<file path="config.mk">
export PLATFORM = sky130hd
export DESIGN_NAME = cajero_param
export DESIGN_NICKNAME = d
export VERILOG_FILES = /design/src/rtl/cajero_param.sv
export SDC_FILE = /design/constraint.sdc
export NUM_CORES = 1
export LEC_CHECK = 0
export ABC_AREA = 1
export CORE_AREA = 2 2 144 146
export DETAILED_ROUTE_END_ITERATION = 10
export DIE_AREA = 0 0 146 148
export PLACE_DENSITY = 0.82
export SETUP_SLACK_MARGIN = 0.3
export SYNTH_ARGS = -nofsm -noshare
export SYNTH_HDL_FRONTEND = slang
export SYNTH_SLANG_ARGS = --single-unit
</file>
<file path="constraint.sdc">
create_clock -name clk -period 4.4 [get_ports clk]
set_input_delay 0.88 -clock clk [delete_from_list [all_inputs] [get_ports clk]]
set_output_delay 0.88 -clock clk [all_outputs]
set_load 0.01 [all_outputs]
</file>
<file path="src/rtl/cajero_param.sv">
// rtl/cajero_param.sv - ATM controller: PIN entry with lockout, deposit/withdrawal on a registered balance
// Strobes are rising-edge qualified; result pulses are registered and appear the cycle after PROCESAR.
module cajero_param #(
    parameter int PIN_DIGITS    = 4,
    parameter int MONTO_W       = 32,
    parameter int BALANCE_W     = 40,
    parameter int MAX_INTENTOS  = 3,
    parameter int COMISION      = 500,
    parameter int SALDO_INICIAL = 50000
) (
    input  logic                    clk,
    input  logic                    reset,
    input  logic                    tarjeta_recibida,
    input  logic                    tipo_de_tarjeta,
    input  logic [4*PIN_DIGITS-1:0] pin,
    input  logic [3:0]              digito,
    input  logic                    digito_stb,
    input  logic                    tipo_trans,
    input  logic [MONTO_W-1:0]      monto,
    input  logic                    monto_stb,
    output logic                    balance_actualizado,
    output logic                    entregar_dinero,
    output logic                    fondos_insuficientes,
    output logic                    pin_incorrecto,
    output logic                    advertencia,
    output logic                    bloqueo,
    output logic [BALANCE_W-1:0]    saldo
);

    typedef enum logic [2:0] {
        ESPERA_TARJETA,
        INGRESO_PIN,
        VERIFICAR,
        ESPERA_MONTO,
        PROCESAR,
        FIN,
        BLOQUEO
    } estado_t;

    localparam int CW = $clog2(PIN_DIGITS + 1);
    localparam int IW = $clog2(MAX_INTENTOS + 1);
    localparam logic [CW-1:0]        ULTIMO    = CW'(PIN_DIGITS - 1);
    localparam logic [IW-1:0]        INT_MAX   = IW'(MAX_INTENTOS);
    localparam logic [IW-1:0]        INT_AVISO = IW'(MAX_INTENTOS - 1);
    localparam logic [BALANCE_W:0]   COM_EXT   = (BALANCE_W + 1)'(COMISION);
    localparam logic [BALANCE_W-1:0] SALDO_INI = BALANCE_W'(SALDO_INICIAL);

    estado_t                 estado_q, estado_d;
    logic [CW-1:0]           cuenta_q, cuenta_d;
    logic [4*PIN_DIGITS-1:0] digitos_q, digitos_d;
    logic                    digito_malo_q, digito_malo_d;
    logic [IW-1:0]           intentos_q, intentos_d;
    logic                    advertencia_q, advertencia_d;
    logic                    bloqueo_q, bloqueo_d;
    logic [BALANCE_W-1:0]    saldo_q, saldo_d;
    logic [MONTO_W-1:0]      monto_q, monto_d;
    logic                    tipo_trans_q, tipo_trans_d;
    logic                    digito_prev_q, digito_prev_d;
    logic                    monto_prev_q, monto_prev_d;
    logic                    bal_q, bal_d;
    logic                    entregar_q, entregar_d;
    logic                    fondos_q, fondos_d;
    logic                    pin_mal_q, pin_mal_d;

    logic                    digito_acept;
    logic                    monto_acept;
    logic [IW-1:0]           intentos_inc;
    logic [BALANCE_W:0]      monto_ext;
    logic [BALANCE_W:0]      suma;
    logic [BALANCE_W:0]      costo;

    assign digito_acept = digito_stb & ~digito_prev_q;
    assign monto_acept  = monto_stb & ~monto_prev_q;
    assign intentos_inc = intentos_q + IW'(1);
    // One extra bit so a deposit overflow and a withdrawal cost are both exact.
    assign monto_ext    = {{(BALANCE_W + 1 - MONTO_W){1'b0}}, monto_q};
    assign suma         = {1'b0, saldo_q} + monto_ext;
    assign costo        = monto_ext + (tipo_de_tarjeta ? COM_EXT : '0);

    always_comb begin
        estado_d      = estado_q;
        cuenta_d      = cuenta_q;
        digitos_d     = digitos_q;
        digito_malo_d = digito_malo_q;
        intentos_d    = intentos_q;
        advertencia_d = advertencia_q;
        bloqueo_d     = bloqueo_q;
        saldo_d       = saldo_q;
        monto_d       = monto_q;
        tipo_trans_d  = tipo_trans_q;
        digito_prev_d = digito_stb;
        monto_prev_d  = monto_stb;
        bal_d         = 1'b0;
        entregar_d    = 1'b0;
        fondos_d      = 1'b0;
        pin_mal_d     = 1'b0;

        case (estado_q)
            ESPERA_TARJETA: begin
                if (tarjeta_recibida) begin
                    estado_d      = INGRESO_PIN;
                    cuenta_d      = '0;
                    digito_malo_d = 1'b0;
                end
            end
            INGRESO_PIN: begin
                if (!tarjeta_recibida) begin
                    estado_d = ESPERA_TARJETA;
                    cuenta_d = '0;
                end else if (digito_acept) begin
                    // First digit lands in the most-significant nibble.
                    for (int i = 0; i < PIN_DIGITS; i++) begin
                        if (cuenta_q == CW'(i)) begin
                            digitos_d[4*(PIN_DIGITS-1-i) +: 4] = digito;
                        end
                    end
                    if (digito > 4'd9) begin
                        digito_malo_d = 1'b1;
                    end
                    if (cuenta_q == ULTIMO) begin
                        estado_d = VERIFICAR;
                        cuenta_d = '0;
                    end else begin
                        cuenta_d = cuenta_q + CW'(1);
                    end
                end
            end
            VERIFICAR: begin
                if (!tarjeta_recibida) begin
                    estado_d = ESPERA_TARJETA;
                    cuenta_d = '0;
                end else if (digitos_q == pin && !digito_malo_q) begin
                    intentos_d    = '0;
                    advertencia_d = 1'b0;
                    estado_d      = ESPERA_MONTO;
                end else begin
                    pin_mal_d  = 1'b1;
                    intentos_d = intentos_inc;
                    if (intentos_inc == INT_AVISO) begin
                        advertencia_d = 1'b1;
                    end
                    if (intentos_inc == INT_MAX) begin
                        estado_d  = BLOQUEO;
                        bloqueo_d = 1'b1;
                    end else begin
                        estado_d      = INGRESO_PIN;
                        cuenta_d      = '0;
                        digito_malo_d = 1'b0;
                    end
                end
            end
            ESPERA_MONTO: begin
                if (!tarjeta_recibida) begin
                    estado_d = ESPERA_TARJETA;
                    cuenta_d = '0;
                end else if (monto_acept) begin
                    monto_d      = monto;
                    tipo_trans_d = tipo_trans;
                    estado_d     = PROCESAR;
                end
            end
            PROCESAR: begin
                if (!tipo_trans_q) begin
                    saldo_d = suma[BALANCE_W] ? '1 : suma[BALANCE_W-1:0];
                    bal_d   = 1'b1;
                end else if (costo <= {1'b0, saldo_q}) begin
                    saldo_d    = saldo_q - costo[BALANCE_W-1:0];
                    entregar_d = 1'b1;
                    bal_d      = 1'b1;
                end else begin
                    fondos_d = 1'b1;
                end
                estado_d = FIN;
            end
            FIN: begin
                if (!tarjeta_recibida) begin
                    estado_d = ESPERA_TARJETA;
                end
            end
            BLOQUEO: begin
                bloqueo_d = 1'b1;
            end
            default: begin
                estado_d = ESPERA_TARJETA;
            end
        endcase
    end

    always_ff @(posedge clk or posedge reset) begin
        if (reset) begin
            estado_q      <= ESPERA_TARJETA;
            cuenta_q      <= '0;
            digitos_q     <= '0;
            digito_malo_q <= 1'b0;
            intentos_q    <= '0;
            advertencia_q <= 1'b0;
            bloqueo_q     <= 1'b0;
            saldo_q       <= SALDO_INI;
            monto_q       <= '0;
            tipo_trans_q  <= 1'b0;
            digito_prev_q <= 1'b0;
            monto_prev_q  <= 1'b0;
            bal_q         <= 1'b0;
            entregar_q    <= 1'b0;
            fondos_q      <= 1'b0;
            pin_mal_q     <= 1'b0;
        end else begin
            estado_q      <= estado_d;
            cuenta_q      <= cuenta_d;
            digitos_q     <= digitos_d;
            digito_malo_q <= digito_malo_d;
            intentos_q    <= intentos_d;
            advertencia_q <= advertencia_d;
            bloqueo_q     <= bloqueo_d;
            saldo_q       <= saldo_d;
            monto_q       <= monto_d;
            tipo_trans_q  <= tipo_trans_d;
            digito_prev_q <= digito_prev_d;
            monto_prev_q  <= monto_prev_d;
            bal_q         <= bal_d;
            entregar_q    <= entregar_d;
            fondos_q      <= fondos_d;
            pin_mal_q     <= pin_mal_d;
        end
    end

    assign balance_actualizado  = bal_q;
    assign entregar_dinero      = entregar_q;
    assign fondos_insuficientes = fondos_q;
    assign pin_incorrecto       = pin_mal_q;
    assign advertencia          = advertencia_q;
    assign bloqueo              = bloqueo_q;
    assign saldo                = saldo_q;

endmodule
</file>
==> results.py, run 1 <==
metrics = {
    "place": {
        "gp_congestion": 1.017,
        "port-buffer-count": 104,
        "place_area_um2": 13810,
        "place_hpwl_mm": 35.63,
    },
    "logic_synthesis": {
        "synthesis.nets": 2067,
        "async_flop_share_pct": 100.0,
        "ys_seq_elements": 106,
        "ys_seq_area_share_pct": 23.08,
        "syn-instance-count": 1928,
        "synth-warning-count": 0,
        "yosys-top-cells-area": "nand2_1 24%, dfrtp_1 22%, inv_1 9.7%, ha_1 8.5%, nand3_1 6.7%",
        "postSynthAreaPerCell_um2": 5.978,
        "synth_area_leader_cell": "nand2_1",
        "synth.top_cell.area_share_pct": 24.07,
        "ys.flop_type": "dfrtp_1",
        "mappedNetlistArea_um2": 11530,
        "synth.distinct_cells": 49,
        "synth_edf_count": 0,
    },
    "timing": {
        "rsz0062_at_grt": "false",
        "period_share_pct": 90.56,
        "hold_viol_final": 0,
        "clock_skew_ns": 0.01887,
        "min_period_ns": 3.985,
        "max-slew-margin-rel_pct": 39.31,
        "timing.fmax_mhz": 251.0,
        "setup_viol": 0,
        "drv_slew": 0,
        "tightestPinTransition_ns": 0.9093,
    },
    "critical_path": {
        "r2r_slack_ns": 0.56,
        "r2r-start": "monto_q[7]",
        "crit_type": "in2reg",
        "cp-end-kind": "flop",
        "required_ns": 4.71,
        "critical_path_peak_fanout": 6,
        "r2r_end": "saldo[34]",
        "reg2reg_depth": 23,
        "start_kind": "primary input",
        "cp.arrival_ns": 4.29,
    },
    "die": {
        "rows": 52,
        "die_area_um2": 21610,
        "die_y_um": 148,
        "io_pins": 105,
        "die_w_um": 146,
        "start_util_pct": 57.52,
        "core-area_um2": 20040,
    },
    "clock_tree": {
        "hold_buffers": 0,
        "root_buffer": "clkbuf_16",
        "cts_tree": "done",
        "numCtsBuffers": 9,
        "cts_sinks": 106,
        "htreeDepth": 3,
        "clock_latency_ns": 0.38,
        "path_clk_slew_ns": 0.09,
        "cts_buffer_depth": 2,
    },
    "hold_path": {
        "min_to": "cuenta_q[2]",
        "hp-class": "reg2reg",
        "whs_path_depth": 2,
        "hold_start": "cuenta_q[2]",
    },
    "route": {
        "postRouteAntennaNets": 0,
        "wl_mm": 44.44,
        "first_iter_violations": 1252,
        "drc": 0,
        "wl_per_cell_um": 18.26,
        "first_pass_iters": 5,
        "vias": 13740,
        "via_per_inst": 5.646,
    },
    "global_routing": {
        "antenna_found_initial": 0,
        "overflow": 0,
        "grt_max_degree": 44,
        "grt_usage_pct": 40.06,
        "grt_pass1_vias": 12850,
        "grt_pass1_wl_mm": 67.26,
    },
    "finish": {
        "fin_util_pct": 72.27,
        "fin_area_um2": 14480,
        "nets": 2299,
        "area_growth_pct": 25.65,
        "num_antenna_cells": 0,
        "drive_gt1_share_pct": 12.75,
    },
    "status": {
        "status": "completed",
    },
    "pwr": {
        "finalPower_mw": 12.85,
        "leakagePower_nw": 7.856,
        "p_per_area_nw_per_um2": 887.0,
        "peakVddDrop_mv": 0.3781,
    },
    "flow_run": {
        "cap_violations": 0,
    },
}
==> cells by family after synthesis <==
logic type,after synthesis,synth area share (%)
simple gates,1158,41.68
buf+inv,331,11.24
compound gates,166,8.011
flops,106,23.08
fa+ha+maj,80,8.815
xor+xnor,61,4.635
mux,26,2.540
==> metal layers <==
metal,vias up,track usage (%),routed length (um)
li1,6554,-,-
met1,6280,52.04,17910
met2,775,64.95,19680
met3,133,9.660,4981
met4,0,15.29,1871
met5,-,0,0
==> cells in the mapped netlist, drive strengths merged (4+ instances only) <==
master,n
a21oi,84
and3,4
buf,16
clkbuf,13
dfrtp,100
dfstp,6
ha,78
inv,301
mux2,26
nand2,742
nand3,157
nand3b,6
nand4,33
nor2,178
nor3,25
nor4,7
o21ai,52
o21bai,9
o22ai,4
or2,4
xnor2,15
xor2,46
==> through the flow <==
| step | cells | TNS, ns | hold slack, ns | setup WS (ns) |
|---|---|---|---|---|
| floorplan | 1928 | 0 | 0.4419 | 0.5233 |
| global placement | 2409 | -15.13 | 0.4575 | -0.3853 |
| detailed placement | 2409 | -16.82 | 0.4651 | -0.5044 |
| CTS | 2424 | 0 | 0.4880 | 0.3486 |
| global route | 2434 | 0 | 0.5080 | 0.2664 |
| finish | 2434 | 0 | 0.4914 | 0.4154 |
==> how the worst max path moves through the flow <==
stage | end | slack (ns) | startpoint | depth (start not counted)
6_report | saldo[34] | 0.42 | tipo_de_tarjeta | 24
5_1_grt | saldo[35] | 0.27 | tipo_de_tarjeta | 24
4_1_cts | saldo[34] | 0.35 | tipo_de_tarjeta | 23
3_5_place_dp | saldo[34] | -0.50 | tipo_de_tarjeta | 23
3_3_place_gp | saldo[35] | -0.39 | tipo_de_tarjeta | 23
2_1_floorplan | saldo[37] | 0.52 | tipo_de_tarjeta | 21
==> where the power goes <==
| part | total, mW | internal [mW] | switching (mW) |
|---|---|---|---|
| sequential | 2.09 | 1.36 | 0.725 |
| combinational | 9.92 | 3.96 | 5.95 |
| clock | 0.844 | 0.396 | 0.448 |
==> state kept, by name, summed over array words and instances (netlist names) <==
name and cells:
digitos_q 16, advertencia 1, tipo_trans_q 1, balance_actualizado 1, digito_malo_q 1, estado_q 3, monto_q 32, cuenta_q 3
monto_prev_q 1, bloqueo 1, digito_prev_q 1, intentos_q 2, entregar_dinero 1, pin_incorrecto 1, saldo 40, fondos_insuficientes 1
==> cell usage in the layout, fill, tap and decap left out, types with 8 or more instances in the layout <==
| master | n |
|---|---|
| o21ai_0 | 47 |
| mux2_2 | 26 |
| a21oi_1 | 72 |
| o21bai_1 | 8 |
| nand2_2 | 9 |
| clkdlybuf4s50_1 | 103 |
| buf_4 | 139 |
| clkbuf_16 | 12 |
| dfrtp_1 | 100 |
| xnor2_1 | 15 |
| nand4_1 | 32 |
| xor2_1 | 44 |
| inv_1 | 296 |
| a21oi_2 | 11 |
| nand2_1 | 732 |
| nor3_1 | 20 |
| ha_1 | 72 |
| nor2_2 | 17 |
| nand3_1 | 151 |
| nor2_1 | 156 |
==> critical path, stage by stage <==
cell,delay (ns)
buf_6,0.13
ha_4,0.29
nand2_2,0.08
nor3_4,0.24
a21oi_4,0.11
nor2_4,0.14
nand2_2,0.10
nor2_4,0.16
nand2_1,0.13
nor2_2,0.12
xor2_1,0.17
ha_1,0.28
nand2_1,0.09
nand2_1,0.07
nor2_1,0.18
o21ai_2,0.10
a21oi_2,0.16
nand4_2,0.15
nor2_4,0.19
inv_4,0.07
nand2_8,0.12
clkbuf_16,0.18
nand2_1,0.05
nand2_1,0.08
==> area by class of cell <==
| class | count | area, um^2 |
|---|---|---|
| repair buffers | 250 | 2232 |
| inverters | 302 | 1139 |
| fillers | 1809 | 5557 |
| clock inverters | 6 | 56.30 |
| well taps | 270 | 337.8 |
| flip-flops and latches | 106 | 2660 |
| clock buffers | 9 | 225.2 |
| multi-input cells | 1491 | 7833 |
==> timing repair <==
item,CTS,global route
resized for setup,11,59
setup endpoints to repair,42,42
setup buffers,0,6
cloned,0,4
pin swaps,1,22
(Power assumes the default switching activity.)
==> inputs of run 2 (changes only) <==
--- a/config.mk
+++ b/config.mk
@@ -6,10 +6,10 @@
 export NUM_CORES = 1
 export LEC_CHECK = 0
 export ABC_AREA = 1
-export CORE_AREA = 2 2 144 146
+export CORE_AREA = 2 2 157 159
 export DETAILED_ROUTE_END_ITERATION = 10
-export DIE_AREA = 0 0 146 148
-export PLACE_DENSITY = 0.82
+export DIE_AREA = 0 0 159 161
+export PLACE_DENSITY = 0.71
 export SETUP_SLACK_MARGIN = 0.3
 export SYNTH_ARGS = -nofsm -noshare
 export SYNTH_HDL_FRONTEND = slang
==> constraint.sdc (replaced) <==
create_clock -name clk -period 4.4 [get_ports clk]
set_input_delay 0.66 -clock clk [delete_from_list [all_inputs] [get_ports clk]]
set_output_delay 0.66 -clock clk [all_outputs]
set_load 0.05 [all_outputs]
==> run 2 against run 1 <==
Net effect:
- power about the same
- flip-flop and latch count unchanged
- final cell count up 1.2%
- die area up 18%
- highest routed layer unchanged
- maximum frequency up 2.0%
==> results.py, run 2 (synthesized netlist as in run 1, its figures left out) <==
metrics = {
    "status": {
        "status": "completed",
    },
    "finish": {
        "drive_gt1_share_pct": 9.588,
        "final_common_cell": "nand2_1",
        "seq_area_um2": 2660,
        "final_cell_mix": "739 x nand2_1, 298 x inv_1, 168 x nor2_1, 154 x nand3_1, 115 x buf_4",
        "fin_util_pct": 58.84,
        "fin_area_um2": 14100,
        "fillCellCount": 2473,
        "area_growth_pct": 22.33,
        "layout.cells.non_filler": 2462,
        "nets": 2272,
        "multi_input_area_um2": 7617,
        "largest_reg_flops": 40,
        "num_antenna_cells": 0,
    },
    "critical_path": {
        "reg2reg_depth": 24,
        "endpoint": "saldo[29]",
        "critPathBufInv": 6,
        "crit_type": "in2reg",
        "cp-end-kind": "flop",
        "required_ns": 4.66,
        "crit_slowest_cell": "ha_1",
        "crit_cells": 25,
        "cp.arrival_ns": 4.17,
        "path_delay_family": "simple AND/OR/NAND/NOR gates",
        "r2r_end": "saldo[29]",
        "crit_path_frequent_cell": "nand2_1",
        "critical_path_peak_fanout": 6,
        "start_kind": "primary input",
        "cp_slowest_stage_delay_ns": 0.33,
        "r2r_slack_ns": 0.57,
        "cp-startpoint": "tipo_de_tarjeta",
        "r2r-start": "monto_q[5]",
    },
    "timing": {
        "setup_viol": 0,
        "tightestPinTransition_ns": 0.9310,
        "min_period_ns": 3.906,
        "rsz0062_at_grt": "true",
        "clock_skew_ns": 0.01217,
        "hold_viol_final": 0,
        "max-slew-margin-rel_pct": 37.86,
        "period_share_pct": 88.77,
        "drv_slew": 0,
        "finalSetupTns_ns": 0,
        "timing.fmax_mhz": 256.0,
        "setup_ws_ns": 0.4940,
    },
    "route": {
        "first_pass_iters": 6,
        "wl_per_cell_um": 17.43,
        "postRouteAntennaNets": 0,
        "first_iter_violations": 1131,
        "vias": 13000,
        "drc": 0,
        "via_per_inst": 5.279,
        "wl_mm": 42.91,
    },
    "flow_run": {
        "cap_violations": 0,
    },
    "global_routing": {
        "grt_max_degree": 56,
        "grt_pass1_wl_mm": 66.01,
        "grt_pass1_vias": 12270,
        "antenna_found_initial": 0,
        "grt_usage_pct": 33.26,
        "overflow": 0,
    },
    "clock_tree": {
        "cts_buffer_depth": 2,
        "root_buffer": "clkbuf_16",
        "numCtsBuffers": 9,
        "clock_latency_ns": 0.37,
        "htreeDepth": 3,
        "path_clk_slew_ns": 0.08,
        "cts_tree": "done",
        "hold_buffers": 0,
        "cts_sinks": 106,
    },
    "place": {
        "place_area_um2": 13750,
        "place_hpwl_mm": 35.85,
        "port-buffer-count": 104,
        "place_ws_ns": -0.2902,
        "dp.cells": 2445,
        "gp_congestion": 0.9945,
    },
    "die": {
        "start_util_pct": 48.10,
        "die_y_um": 161,
        "io_pins": 105,
        "die_area_um2": 25600,
        "core-area_um2": 23960,
        "rows": 57,
        "die_w_um": 159,
    },
    "hold_path": {
        "hp-class": "reg2reg",
    },
    "pwr": {
        "p_per_area_nw_per_um2": 911.8,
        "peakVddDrop_mv": 0.3919,
        "leakagePower_nw": 7.689,
    },
}
[run 2: changes by cell type in the layout (fill, tap and decap cells not counted), moves of 4 or more]
cell     previous run  this run
buf_4             139       115
nor2_1            156       168
nor2_2             17         7
a21oi_1            72        80
a21oi_2            11         4
nand2_1           732       739
nand2_2             9         2
ha_1               72        76
ha_4                6         2
[run 2: what timing repair did]
item	CTS	global route
endpoints found under the setup margin	42	43
pin swaps	0	1
gates resized for setup	2	8
setup buffers	0	1
[run 2: power breakdown]
part,internal (mW),switching (mW)
Combinational,3.67,6.23
Sequential,1.36,0.738
Clock,0.449,0.415
Total,5.47,7.38
[run 2: metrics by stage]
step	hold slack (ns)	power [mW]
after global placement	0.4606	11.61
after floorplan	0.4419	8.055
after detailed placement	0.4578	11.70
final	0.4839	12.86
after global routing	0.4927	13.92
after CTS	0.4797	12.60
[run 2: worst min-delay path by stage]
stage                     start           to  slack, ns  cells past startpoint
floorplan           cuenta_q[2]  cuenta_q[2]       0.44                      2
global placement    cuenta_q[2]  cuenta_q[2]       0.46                      2
detailed placement      bloqueo      bloqueo       0.46                      1
CTS                     bloqueo      bloqueo       0.48                      1
global route            bloqueo      bloqueo       0.49                      1
finish                  bloqueo      bloqueo       0.48                      1
[run 2: worst reg2reg max path: cells and delay by family (launching register included)]
family	cells	cell delay [ns]
AOI/OAI and AO/OA	5	0.81
xor gates and xnor gates	1	0.26
DFF	1	0.46
buffers and inverters	4	0.56
adders and majority gates	2	0.59
and+or+nand+nor	12	1.05
[run 2: cell type report]
cell class                      instances  area share (%)
Inverter                              302           8.057
Timing Repair Buffer                  223           14.04
Multi-Input combinational cell       1491           54.02
Sequential cell                       106           18.87
Clock inverter                          6          0.5147
Tap cell                              324           2.875
Clock buffer                           10           1.624
[run 2: layer usage]
| layer | routed length, um | part of all wire [%] | global-route usage [%] | up-vias |
|---|---|---|---|---|
| met4 | 1466 | 3.4 | 12.40 | 0 |
| met3 | 3783 | 8.8 | 4.468 | 70 |
| li1 | - | - | - | 6494 |
| met1 | 18790 | 44 | 45.79 | 5939 |
| met5 | 0 | 0 | 0 | - |
| met2 | 18860 | 44 | 53.58 | 493 |
